### src/rtl/ram_stream_pkg.sv
// Shared constants and types for ram_stream_ctrl and the data RAM it drives.
// The default widths here are also used to size the RAM instance.
package ram_stream_pkg;

   localparam int unsigned RAM_AWIDTH = 3;
   localparam int unsigned RAM_DWIDTH = 32;

   typedef enum logic [1:0] {
      StIdle  = 2'd0,
      StRead  = 2'd1,
      StDrain = 2'd2
   } state_e;

   function automatic int unsigned depth_of(input int unsigned awidth);
      return 32'd1 << awidth;
   endfunction

endpackage

### src/rtl/ram_stream_skid.sv
// Two-entry registered output buffer for the read stream. The space output
// tells the parent whether another RAM read may be launched this cycle.
module ram_stream_skid #(
   parameter int unsigned DWIDTH = 32
) (
   input  logic              clock,
   input  logic              reset_n,
   input  logic              push,
   input  logic [DWIDTH-1:0] push_data,
   input  logic              push_last,
   output logic              space,
   output logic              out_valid,
   input  logic              out_ready,
   output logic [DWIDTH-1:0] out_data,
   output logic              out_last
);

   logic [1:0]        count_q, count_d;
   logic [DWIDTH-1:0] head_data_q, head_data_d;
   logic [DWIDTH-1:0] tail_data_q, tail_data_d;
   logic              head_last_q, head_last_d;
   logic              tail_last_q, tail_last_d;
   logic              pop;
   logic [1:0]        level;

   assign out_valid = (count_q != 2'd0);
   assign out_data  = head_data_q;
   assign out_last  = out_valid & head_last_q;
   assign pop       = out_valid & out_ready;

   // Occupancy after this edge, counting the word landing now; a read issued
   // this cycle lands one edge later and needs a free slot then.
   assign level = count_q + {1'b0, push} - {1'b0, pop};
   assign space = (level < 2'd2);

   always_comb begin
      count_d     = count_q;
      head_data_d = head_data_q;
      head_last_d = head_last_q;
      tail_data_d = tail_data_q;
      tail_last_d = tail_last_q;
      if (pop) begin
         if (count_q == 2'd2) begin
            head_data_d = tail_data_q;
            head_last_d = tail_last_q;
            if (push) begin
               tail_data_d = push_data;
               tail_last_d = push_last;
            end else begin
               count_d = 2'd1;
            end
         end else begin
            if (push) begin
               head_data_d = push_data;
               head_last_d = push_last;
            end else begin
               count_d = 2'd0;
            end
         end
      end else if (push) begin
         if (count_q == 2'd0) begin
            head_data_d = push_data;
            head_last_d = push_last;
            count_d     = 2'd1;
         end else begin
            tail_data_d = push_data;
            tail_last_d = push_last;
            count_d     = 2'd2;
         end
      end
   end

   always_ff @(posedge clock or negedge reset_n) begin
      if (!reset_n) begin
         count_q     <= 2'd0;
         head_data_q <= '0;
         head_last_q <= 1'b0;
         tail_data_q <= '0;
         tail_last_q <= 1'b0;
      end else begin
         count_q     <= count_d;
         head_data_q <= head_data_d;
         head_last_q <= head_last_d;
         tail_data_q <= tail_data_d;
         tail_last_q <= tail_last_d;
      end
   end

endmodule

### src/rtl/ram_stream_ctrl.sv
// Write-stream / read-burst controller owning a single-port sync-read RAM.
// Define RAM_STREAM_WRAP_EN to let the write pointer wrap instead of filling up.
module ram_stream_ctrl
   import ram_stream_pkg::*;
#(
   parameter int unsigned AWIDTH = RAM_AWIDTH,
   parameter int unsigned DWIDTH = RAM_DWIDTH
) (
   input  logic              clock,
   input  logic              reset_n,
   input  logic              clear,
   input  logic              in_valid,
   output logic              in_ready,
   input  logic [DWIDTH-1:0] in_data,
   input  logic              rd_start,
   input  logic [AWIDTH-1:0] rd_base,
   input  logic [AWIDTH:0]   rd_len,
   output logic              out_valid,
   input  logic              out_ready,
   output logic [DWIDTH-1:0] out_data,
   output logic              out_last,
   output logic [AWIDTH-1:0] ram_addr,
   output logic [DWIDTH-1:0] ram_din,
   output logic              ram_we,
   input  logic [DWIDTH-1:0] ram_dout,
   output logic              busy,
   output logic              full,
   output logic [AWIDTH:0]   wr_count
);

   localparam int unsigned     DEPTH   = depth_of(AWIDTH);
   localparam logic [AWIDTH:0] DEPTH_W = (AWIDTH + 1)'(DEPTH);

   state_e            state_q, state_d;
   logic [AWIDTH-1:0] wr_ptr_q, wr_ptr_d;
   logic [AWIDTH:0]   wr_count_q, wr_count_d;
   logic [AWIDTH-1:0] rd_base_q, rd_base_d;
   logic [AWIDTH:0]   rd_len_q, rd_len_d;
   logic [AWIDTH:0]   issued_q, issued_d;
   logic              inflight_q, inflight_d;
   logic              inflight_last_q, inflight_last_d;

   logic idle;
   logic accept;
   logic issue;
   logic last_issue;
   logic space;
   logic full_int;

`ifdef RAM_STREAM_WRAP_EN
   assign full_int = 1'b0;
`else
   assign full_int = (wr_count_q == DEPTH_W);
`endif

   assign idle       = (state_q == StIdle);
   assign in_ready   = reset_n & idle & ~rd_start & ~clear & ~full_int;
   assign accept     = in_valid & in_ready;
   assign issue      = (state_q == StRead) & space;
   assign last_issue = issue & ((issued_q + 1'b1) == rd_len_q);

   assign busy     = ~idle;
   assign full     = full_int;
   assign wr_count = wr_count_q;

   // Read FSM and burst bookkeeping.
   always_comb begin
      state_d         = state_q;
      rd_base_d       = rd_base_q;
      rd_len_d        = rd_len_q;
      issued_d        = issued_q;
      inflight_d      = issue;
      inflight_last_d = last_issue;
      unique case (state_q)
         StIdle: begin
            if (rd_start && (rd_len != '0)) begin
               rd_base_d = rd_base;
               rd_len_d  = (rd_len > DEPTH_W) ? DEPTH_W : rd_len;
               issued_d  = '0;
               state_d   = StRead;
            end
         end
         StRead: begin
            if (issue) begin
               issued_d = issued_q + 1'b1;
               if (last_issue) begin
                  state_d = StDrain;
               end
            end
         end
         StDrain: begin
            if (out_valid && out_ready && out_last) begin
               state_d = StIdle;
            end
         end
         default: state_d = StIdle;
      endcase
   end

   // Write side; clear only touches this half and never aborts a burst.
   always_comb begin
      wr_ptr_d   = wr_ptr_q;
      wr_count_d = wr_count_q;
      if (clear) begin
         wr_ptr_d   = '0;
         wr_count_d = '0;
      end else if (accept) begin
         wr_ptr_d = wr_ptr_q + 1'b1;
`ifdef RAM_STREAM_WRAP_EN
         if (wr_count_q != DEPTH_W) begin
            wr_count_d = wr_count_q + 1'b1;
         end
`else
         wr_count_d = wr_count_q + 1'b1;
`endif
      end
   end

   always_comb begin
      ram_we   = accept;
      ram_din  = reset_n ? in_data : '0;
      ram_addr = (state_q == StRead) ? (rd_base_q + issued_q[AWIDTH-1:0]) : wr_ptr_q;
   end

   always_ff @(posedge clock or negedge reset_n) begin
      if (!reset_n) begin
         state_q         <= StIdle;
         wr_ptr_q        <= '0;
         wr_count_q      <= '0;
         rd_base_q       <= '0;
         rd_len_q        <= '0;
         issued_q        <= '0;
         inflight_q      <= 1'b0;
         inflight_last_q <= 1'b0;
      end else begin
         state_q         <= state_d;
         wr_ptr_q        <= wr_ptr_d;
         wr_count_q      <= wr_count_d;
         rd_base_q       <= rd_base_d;
         rd_len_q        <= rd_len_d;
         issued_q        <= issued_d;
         inflight_q      <= inflight_d;
         inflight_last_q <= inflight_last_d;
      end
   end

   // ram_dout belongs to the address issued on the previous cycle.
   ram_stream_skid #(
      .DWIDTH(DWIDTH)
   ) u_skid (
      .clock    (clock),
      .reset_n  (reset_n),
      .push     (inflight_q),
      .push_data(ram_dout),
      .push_last(inflight_last_q),
      .space    (space),
      .out_valid(out_valid),
      .out_ready(out_ready),
      .out_data (out_data),
      .out_last (out_last)
   );

endmodule

### config.mk
export PLATFORM = sky130hd
export DESIGN_NAME = ram_stream_ctrl
export DESIGN_NICKNAME = d
export VERILOG_FILES = /design/src/rtl/ram_stream_pkg.sv /design/src/rtl/ram_stream_skid.sv /design/src/rtl/ram_stream_ctrl.sv
export SDC_FILE = /design/constraint.sdc
export NUM_CORES = 1
export LEC_CHECK = 0
export CORE_UTILIZATION = 49
export CTS_CLUSTER_DIAMETER = 80
export DETAILED_ROUTE_END_ITERATION = 16
export PLACE_DENSITY_LB_ADDON = 0.12
export REMOVE_ABC_BUFFERS = 1
export SYNTH_ARGS = -nofsm -noshare
export SYNTH_HDL_FRONTEND = slang
export SYNTH_SLANG_ARGS = --single-unit
### constraint.sdc
create_clock -name clock -period 2.4 [get_ports clock]
set_input_delay 0.24 -clock clock [delete_from_list [all_inputs] [get_ports clock]]
set_output_delay 0.24 -clock clock [all_outputs]
set_load 0.01 [all_outputs]
==> out/qor.yml, run 1 <==
status: "finished, violations left"
violations: "hold timing"
path_delay_family: "adder cells"
arrival_ns: 2.01
synth_top_family_by_area: "multiplexers"
antenna_found_initial: 0
worst-path-buf-inv: 2
critPathKind: "reg -> out"
dp_hpwl_um: 6971
finalCritPeriodShare: 0.9357
core_mm2: 0.008678
leakagePower_nw: 2.780
synth_simple_gate_area_frac: 0.1379
ant_nets: 0
cp_slowest_stage_delay_ns: 0.39
required_ns: 2.16
ys.warnings.count: 0
peakVddDrop_mv: 0.6241
grt_max_degree: 123
cts_buffers: 9
tns_ns: 0
via_per_inst: 5.092
cpMostUsedCell: "xnor2_1"
yosysTopAreaCellShare: 0.5171
path_cells: "ha_1 > inv_1 > fa_1 > xnor2_1 > xnor2_1 > o21ai_0 > dlygate4sd2_1"
drive_above_1_share: 0.07890
synth.area.top_cells: "dfrtp_1 (52%), mux2_1 (9.6%), mux2i_1 (8.0%)"
min_path_type: "in -> async"
worstMarginPinSlew_ns: 0.5471
slew_viol_final: 0
grt_first_pass_wirelength_um: 14960
synthXorXnorAreaFrac: 0.03016
antennaDiodeCount: 0
wl_um: 9591
worstPathMaxFanout: 2
n_fill_cell: 652
setup_viol: 0
die_w_um: 96.28
multi_input_area_mm2: 0.001923
slowest_stage: "fa_1"
syn_to_final_growth_pct: 42.66
io_buffer_count: 153
syn_avg_cell_area_um2: 11.20
synth_mux_area_frac: 0.1813
synth_top_area_cell: "dfrtp_1"
grt_pass1_vias: 3101
cts_sinks: 90
fin_util: 0.7160
io_pins: 154
nNetsFinal: 623
drtIter0Drc: 84
synth_adder_area_share: 0.01896
relSlewSlack: 0.6353
grt_remaining_overflow: 0
powerDensity_mw_per_mm2: 1109
die_area_mm2: 0.009270
start_util: 0.5019
netlist_area_mm2: 0.004355
remaining_drc_errors: 0
syn_inst: 389
clock_skew_ns: 0.01188
cts_tree: "done"
regArea_mm2: 0.002255
ys_ff_latch: 90
synth_compound_area_frac: 0.07067
die_h_um: 96.28
gp_congestion: 0.7806
finalHoldViolations: 4
cts-root-buf: "clkbuf_8"
clock_tree.buffer_depth: 2
crit_path_end_kind: "output pin"
avgRoutedWirePerCell_um: 14.69
startpoint_type: "flop"
synth.distinct_cells: 41
synth_seq_area_share: 0.5171
h-tree-depth: 3
num_vias: 3325
fmax_mhz: 445.3
first_pass_iters: 4
power_mw: 6.890
rows: 34
post-route-min-period_ns: 2.246
clock_latency_ns: 0.35
clkTransAtPathRegs_ns: 0.09
timing.max_cap.violations: 0
grt_usage: 0.2117
holdWs_ns: -0.01339
rsz0062_at_grt: "no"
==> worst paths after layout <==
| check | startpoint | to | slack [ns] | cells past startpoint |
|---|---|---|---|---|
| min | reset_n | u_skid.out_data[2] | -0.01 | 2 |
| max | rd_base_q[0] | ram_addr[2] | 0.15 | 7 |
| max in group asynchronous | reset_n | issued_q[0] | 2.00 | 2 |
| min in group clock | rd_len[1] | rd_len_q[1] | 0.45 | 3 |
| max reg2reg | u_skid.count_q[0] | u_skid.tail_data_q[17] | 0.67 | 4 |
| min reg2reg | u_skid.tail_data_q[9] | u_skid.tail_data_q[9] | 0.50 | 1 |
==> routing by layer <==
metal  vias to the layer above  track usage  wire, um
li1                       1621            -         -
met1                      1583       0.2701      3974
met2                       112       0.3599      4852
met3                         9      0.05450       661
met4                         0      0.04975       104
met5                         -            0         0
==> final cells by class <==
type	count	share of cell area
sequential	90	0.3629
timing repair buffer	165	0.2686
clock buffer	10	0.02215
multi-input combinational	262	0.3095
tap	108	0.02175
inverter	12	0.007249
clock inverter	6	0.007853
==> flip-flops by register name, summed over array words and instances, names as in the netlist <==
name / count
inflight_last_q: 1
u_skid.head_last_q: 1
u_skid.out_data: 32
inflight_q: 1
u_skid.count_q: 2
issued_q: 4
u_skid.tail_data_q: 32
rd_base_q: 3
wr_ptr_q: 3
wr_count: 4
state_q: 2
rd_len_q: 4
u_skid.tail_last_q: 1
==> synthesized netlist by cell type (all sizes together) <==
master and number:
mux2i 35, and3 1, and4b 1, nor2 41, nor4b 1, or2 3
xor2 5, or3 1, fa 1, and2 33, nor2b 1, o21ai 14
buf 18, o31ai 2, a211o 1, mux2 39, nand3 4, nand2 13
nor3 1, a211oi 1, or4b 1, nor4 2, ha 5, clkbuf 7
inv 12, xnor2 10, o311ai 1, or4 1, nand2b 3, o211ai 3
dfrtp 90, nand4 3, a21oi 34, nand3b 1
==> per-stage QoR <==
stage	cell area (um^2)	setup WS (ns)	instances
after global routing	6213	0.04346	653
final	6213	0.1543	653
after detailed placement	6017	0.1353	636
after floorplan	4209	-0.6988	364
after global placement	6017	0.1965	636
after CTS	6202	0.02394	652
==> power breakdown <==
part	internal, mW	switching, mW
logic	1.72	1.53
clock network	0.416	0.550
registers	2.23	0.439
total	4.37	2.52
==> layout by cell type (no fill, tap or decap), drive strengths merged, types with 14 or more instances in the layout <==
| master | n |
|---|---|
| nor2 | 41 |
| mux2i | 35 |
| a21oi | 34 |
| mux2 | 39 |
| clkdlybuf4s50 | 149 |
| dfrtp | 90 |
| o21ai | 14 |
| inv | 14 |
| and2 | 33 |
==> what timing repair did <==
action,CTS,global route
setup buffers,0,1
gates cloned,0,0
hold endpoints to repair,0,0
endpoints found under the setup margin,2,2
gates resized for setup,3,2
hold buffers,0,0
==> worst reg2reg max path, stage by stage, from the launching register on <==
cell and delay, ns:
dfrtp_1 0.49, or2_1 0.32, nand3_2 0.26, buf_12 0.20, mux2_1 0.34
==> logic make-up after synthesis <==
group | Yosys count
buffers and inverters | 37
adder cells (fa/ha/maj) | 6
XOR/XNOR | 15
AND/OR/NAND/NOR | 111
multiplexers | 74
flip-flops | 90
AO/OA/AOI/OAI | 56
Note: power is estimated with default switching activity, not from simulation.
==> run 2: changes to the inputs <==
Settings changed: CORE_UTILIZATION 49 to 50, SYNTH_HIERARCHICAL set to 1.
==> run 2 against run 1 <==
The run now ends clean. Wire length is 1.9% higher. Clock skew hardly changed. Largest power group unchanged. First-iteration DRC count is 12% higher. Area after synthesis is 9.2% higher. Count of clock-buffer cells in the layout is 1 lower.
==> out/qor.yml, run 2 <==
status: "complete, no violations"
die_area_mm2: 0.009905
reg2reg_depth: 7
finalCritPeriodShare: 0.9569
netlist_area_mm2: 0.004756
setup_viol: 0
first_pass_iters: 4
grt_max_degree: 52
num_vias: 3215
cts-root-buf: "clkbuf_8"
grt_pass1_vias: 3210
ant_nets: 0
synthMostInstantiatedCell: "dfrtp_1"
synth_common_cells: "dfrtp_1 (90), mux2_4 (60), mux2_2 (41)"
antenna_found_initial: 0
cts_tree: "done"
remaining_drc_errors: 0
io_pins: 154
setup_ws_ns: 0.1033
synth_edf_count: 0
regToRegSetupSlack_ns: 0.25
ys.warnings.count: 6
slew_viol_final: 0
grt_usage: 0.2076
finalHoldViolations: 0
startpoint_type: "primary input"
ys_ff_latch: 90
clock_tree.buffer_depth: 2
critPathKind: "in -> out"
syn_avg_cell_area_um2: 13.67
antennaDiodeCount: 0
core_mm2: 0.009240
cp_slowest_stage_delay_ns: 0.56
final_cell_mix: "clkdlybuf4s50_1 (150), dfrtp_1 (90), mux2_4 (60)"
syn_to_final_growth_pct: 39.02
crit_start: "reset_n"
arrival_ns: 2.06
dp_hpwl_um: 7145
synth.area.top_cells: "dfrtp_1 (47%), mux2_4 (19%), mux2_2 (9.7%)"
grt_remaining_overflow: 0
peakVddDrop_mv: 0.6498
yosysTopAreaCellShare: 0.4736
h-tree-depth: 3
nNetsFinal: 594
synth.distinct_cells: 43
wl_um: 9773
clock_skew_ns: 0.01187
cts_buffers: 9
synth_top_area_cell: "dfrtp_1"
grt_first_pass_wirelength_um: 15990
relSlewSlack: 0.5709
drtIter0Drc: 94
r2r_start: "u_skid/count_q[1]"
clock_latency_ns: 0.35
fmax_mhz: 435.4
worstPathMaxFanout: 27
endpoint: "in_ready"
slowest_stage: "clkdlybuf4s50_1"
timing.max_cap.violations: 0
syn_inst: 348
layout_commonest_cell: "clkdlybuf4s50_1"
powerDensity_mw_per_mm2: 1125
rr_endpoint: "u_skid/out_data[0]"
min_path_type: "in -> async"
postSynth.asyncResetShare: 1.000
via_per_inst: 4.992
synth_ff_type: "dfrtp_1"
start_util: 0.5147
post-route-min-period_ns: 2.297
worstMarginPinSlew_ns: 0.6437
power_mw: 7.438
die_h_um: 99.53
avgRoutedWirePerCell_um: 15.18
path_cells: "dlygate4sd3_1 > buf_4 > nor2b_2 > nand2_1 > nor3_1 > clkdlybuf4s50_1"
drive_above_1_share: 0.2796
leakagePower_nw: 2.987
gp_congestion: 0.7826
clkTransAtPathRegs_ns: 0.09
rows: 35
pre_cts_slack_ns: 0.2331
io_buffer_count: 153
synth_seq_area_share: 0.4736
fin_util: 0.7155
cts_sinks: 90
required_ns: 2.16
crit_path_end_kind: "output pin"
die_w_um: 99.53
## run 2: changes by cell type in the layout (fill, tap and decap cells not counted), sizes merged, moves of 3 or more
cell    change
a21oi      -30
buf         +3
mux2       +65
mux2i      -32
nor2       -32
o211ai      -3
o21ai       -6
xnor2       -5
## run 2: layer usage
layer / global-route usage / wire length (um) / vias up
li1: - / - / 1522
met1: 0.2716 / 4358 / 1587
met2: 0.3579 / 4908 / 96
met3: 0.03373 / 411 / 10
met4: 0.05769 / 95 / 0
met5: 0 / 0 / -
## run 2: worst min path at each step
| stage | from | to | slack [ns] | cells past startpoint |
|---|---|---|---|---|
| after floorplan | reset_n | inflight_last_q | -0.06 | 0 |
| after global placement | reset_n | u_skid/count_q[1] | 0.12 | 1 |
| after detailed placement | reset_n | u_skid/count_q[1] | 0.12 | 1 |
| after CTS | reset_n | u_skid/count_q[1] | 0.29 | 2 |
| after global routing | reset_n | u_skid/count_q[1] | 0.31 | 2 |
| final | reset_n | u_skid/count_q[1] | 0.30 | 2 |
## run 2: cells by family (layout without fill, tap and decap cells)
family          count (synthesis)  after routing  share of synthesized area
compound gates                 20             20                    0.02921
fa+ha+maj                       7              7                    0.01999
xor+xnor                       13             13                    0.02710
flops                          90             90                     0.4736
simple gates                   80             80                     0.1021
mux                           107            107                     0.2999
buf+inv                        31            198                    0.04815
## run 2: cell type report
class | instances | area, um^2
clock inverter | 7 | 70.07
tap | 129 | 161.4
fill | 668 | 2629
multi-input combinational | 227 | 2277
sequential | 90 | 2252
inverter | 13 | 48.80
timing repair buffer | 169 | 1678
clock buffer | 9 | 123.9
## run 2: repair_timing
item / 4_1_cts / 5_1_grt
gates resized for setup: 2 / 2
hold buffers: 1 / 0
endpoints found under the setup margin: 2 / 7
setup buffers: 0 / 0
endpoints found under the hold margin: 2 / 0
## run 2: metrics by stage
step           area, um^2  std cells  hold WS (ns)  TNS [ns]
3_5_place_dp         6404        627        0.1189         0
4_1_cts              6605        644        0.2881         0
6_report             6611        644        0.2972         0
5_1_grt              6611        644        0.3075  -0.01804
2_1_floorplan        4576        330      -0.05559    -4.922
3_3_place_gp         6404        627        0.1154         0
## run 2: critical path, delay by kind of cell
kind          cells  cell delay (ns)
simple gates      3             0.46
buf+inv           3             1.34
## run 2: power breakdown
group / internal (mW) / switching, mW / leakage (nW)
clock network: 0.403 / 0.583 / 0.0887
logic: 2.39 / 1.39 / 1.81
registers: 2.23 / 0.446 / 1.09
total: 5.02 / 2.42 / 2.99
==> run 3: changes to the inputs <==
Settings changed: CORE_MARGIN set to 1.
Clock period 2.4 ns to 2.65 ns, I/O delays scaled along.
==> run 3 against run 2 <==
Combinational power down 11%. Global-route usage down 0.28 points. Cell count down 1.4%. Clock power about the same. Sequential power down 9.0%. Non-clock buffer count down 9. First-iteration DRC count down 8.5%. Worst hold slack worse by 0.17 ns. Largest power group unchanged. Core utilization down 0.51 points. Largest cell class unchanged.
==> out/qor.yml, run 3 (synthesized netlist as in run 2, its figures left out) <==
cp_slowest_stage_delay_ns: 0.57
start_util: 0.5147
die_area_mm2: 0.009905
remaining_drc_errors: 0
grt_max_degree: 67
p_int_mw: 4.625
grt_first_pass_wirelength_um: 15870
min_path_type: "in -> async"
clock_skew_ns: 0.01419
cts-root-buf: "clkbuf_8"
core_mm2: 0.009240
peakVddDrop_mv: 0.6767
powerDensity_mw_per_mm2: 1034
power_frac_clock: 0.148
status: "complete, no violations"
cts_buffers: 9
grt_pass1_vias: 3220
setup_viol: 0
arrival_ns: 2.24
wl_met2_um: 4732
clock_latency_ns: 0.36
post-route-min-period_ns: 2.507
timing.max_cap.violations: 0
rows: 35
top_layer: "met4"
crit_path_end_kind: "output pin"
syn_to_final_growth_pct: 38.02
gp_congestion: 0.8046
avgRoutedWirePerCell_um: 15.17
cts_sinks: 90
via_per_inst: 4.951
worst-path-buf-inv: 2
relSlewSlack: 0.4657
path_delay_family: "buffers and inverters"
holdWs_ns: 0.1277
drive_above_1_share: 0.2688
switching_share: 0.3183
path_cells: "ha_1 > inv_1 > fa_1 > o21ai_0 > clkdlybuf4s50_1"
dp_hpwl_um: 6985
clock_tree.buffer_depth: 2
grt_remaining_overflow: 0
regArea_mm2: 0.002253
met3_length_um: 423
cts_hold_buf: 0
clkTransAtPathRegs_ns: 0.10
post_cts_buffers: 0
critPathKind: "reg -> out"
power.switching_mw: 2.160
fmax_mhz: 398.9
multi_input_area_mm2: 0.002275
ant_nets: 0
leakagePower_nw: 2.961
num_vias: 3144
slowest_stage: "clkdlybuf4s50_1"
layout_commonest_cell: "clkdlybuf4s50_1"
grt_usage: 0.2047
slew_viol_final: 0
rsz0062_at_grt: "no"
tns_ns: 0
n_fill_cell: 683
p_seq_frac: 0.358
die_h_um: 99.53
finalCritPeriodShare: 0.9460
wl_um: 9632
antennaDiodeCount: 0
io_buffer_count: 153
die_w_um: 99.53
p_comb_frac: 0.495
m1WireLength_um: 4310
nNetsFinal: 585
worstPathMaxFanout: 5
final_cell_mix: "clkdlybuf4s50_1 (151), dfrtp_1 (89), mux2_4 (60)"
first_pass_iters: 4
finalHoldViolations: 0
cts_tree: "done"
worstMarginPinSlew_ns: 0.8014
drtIter0Drc: 86
io_pins: 154
antenna_found_initial: 0
startpoint_type: "flop"
h-tree-depth: 3
cts_resized: 2
required_ns: 2.38
==> run 3: cell types whose count changed in the layout (fill, tap and decap cells not counted), sizes merged <==
| cell | previous run | this run |
|---|---|---|
| clkinvlp | 3 | 1 |
| clkdlybuf4s50 | 150 | 151 |
| bufinv | 0 | 1 |
| buf | 16 | 8 |
| dlygate4sd2 | 2 | 1 |
| clkbuf | 9 | 10 |
| dlygate4sd3 | 1 | 0 |
==> run 3: layout make-up <==
type / instances / share of cell area
well taps: 129 / 0.02459
repair buffers: 160 / 0.2446
clock buffers: 10 / 0.02097
inverters: 13 / 0.007434
multi-input cells: 227 / 0.3465
clock inverters: 6 / 0.01258
flip-flops and latches: 90 / 0.3433
==> run 3: worst reg2reg max path, cell delays in order (launching register included) <==
cell and delay, ns:
dfrtp_1 0.51, or2_1 0.27, nand2_1 0.09, ha_1 0.23
nand2b_1 0.19, o22ai_4 0.14, buf_12 0.28, mux2_2 0.39
==> run 3: routing by layer <==
layer	GRT usage	vias up
li1	-	1501
met2	0.3392	93
met4	0.07919	0
met5	0	-
met3	0.03443	14
met1	0.2701	1536
==> run 3: through the flow <==
stage	total power [mW]	cells	instance area, um^2	utilization	setup slack (ns)
after floorplan	4.557	330	4576	-	0.04025
after global placement	5.723	619	6344	0.6865	0.3729
after detailed placement	5.857	619	6344	0.6865	0.2704
after CTS	6.869	635	6564	0.7104	0.1223
after global routing	7.222	635	6564	0.7104	0.04380
final	6.785	635	6564	0.7104	0.1432
==> run 3: power groups by stage <==
| stage | logic, mW | registers, mW | clock network, mW |
|---|---|---|---|
| 5_1_grt | 3.62 | 2.51 | 1.10 |
| 2_1_floorplan | 2.09 | 2.47 | 0 |
| 6_report | 3.36 | 2.43 | 1.00 |
| 4_1_cts | 3.40 | 2.43 | 1.04 |
| 3_3_place_gp | 3.31 | 2.42 | 0 |
| 3_5_place_dp | 3.41 | 2.45 | 0 |
==> run 3: worst paths after layout <==
check,from,to,slack (ns),cells past startpoint
worst max-delay path,issued_q[0],ram_addr[1],0.14,5
worst min-delay path,reset_n,issued_q[2],0.13,2
worst max register to register,u_skid/count_q[1],u_skid/out_data[1],0.45,7
worst min register to register,u_skid/tail_data_q[0],u_skid/tail_data_q[0],0.50,1
max in group asynchronous,reset_n,u_skid/out_data[4],1.42,3
min in group clock,u_skid/tail_data_q[0],u_skid/tail_data_q[0],0.50,1
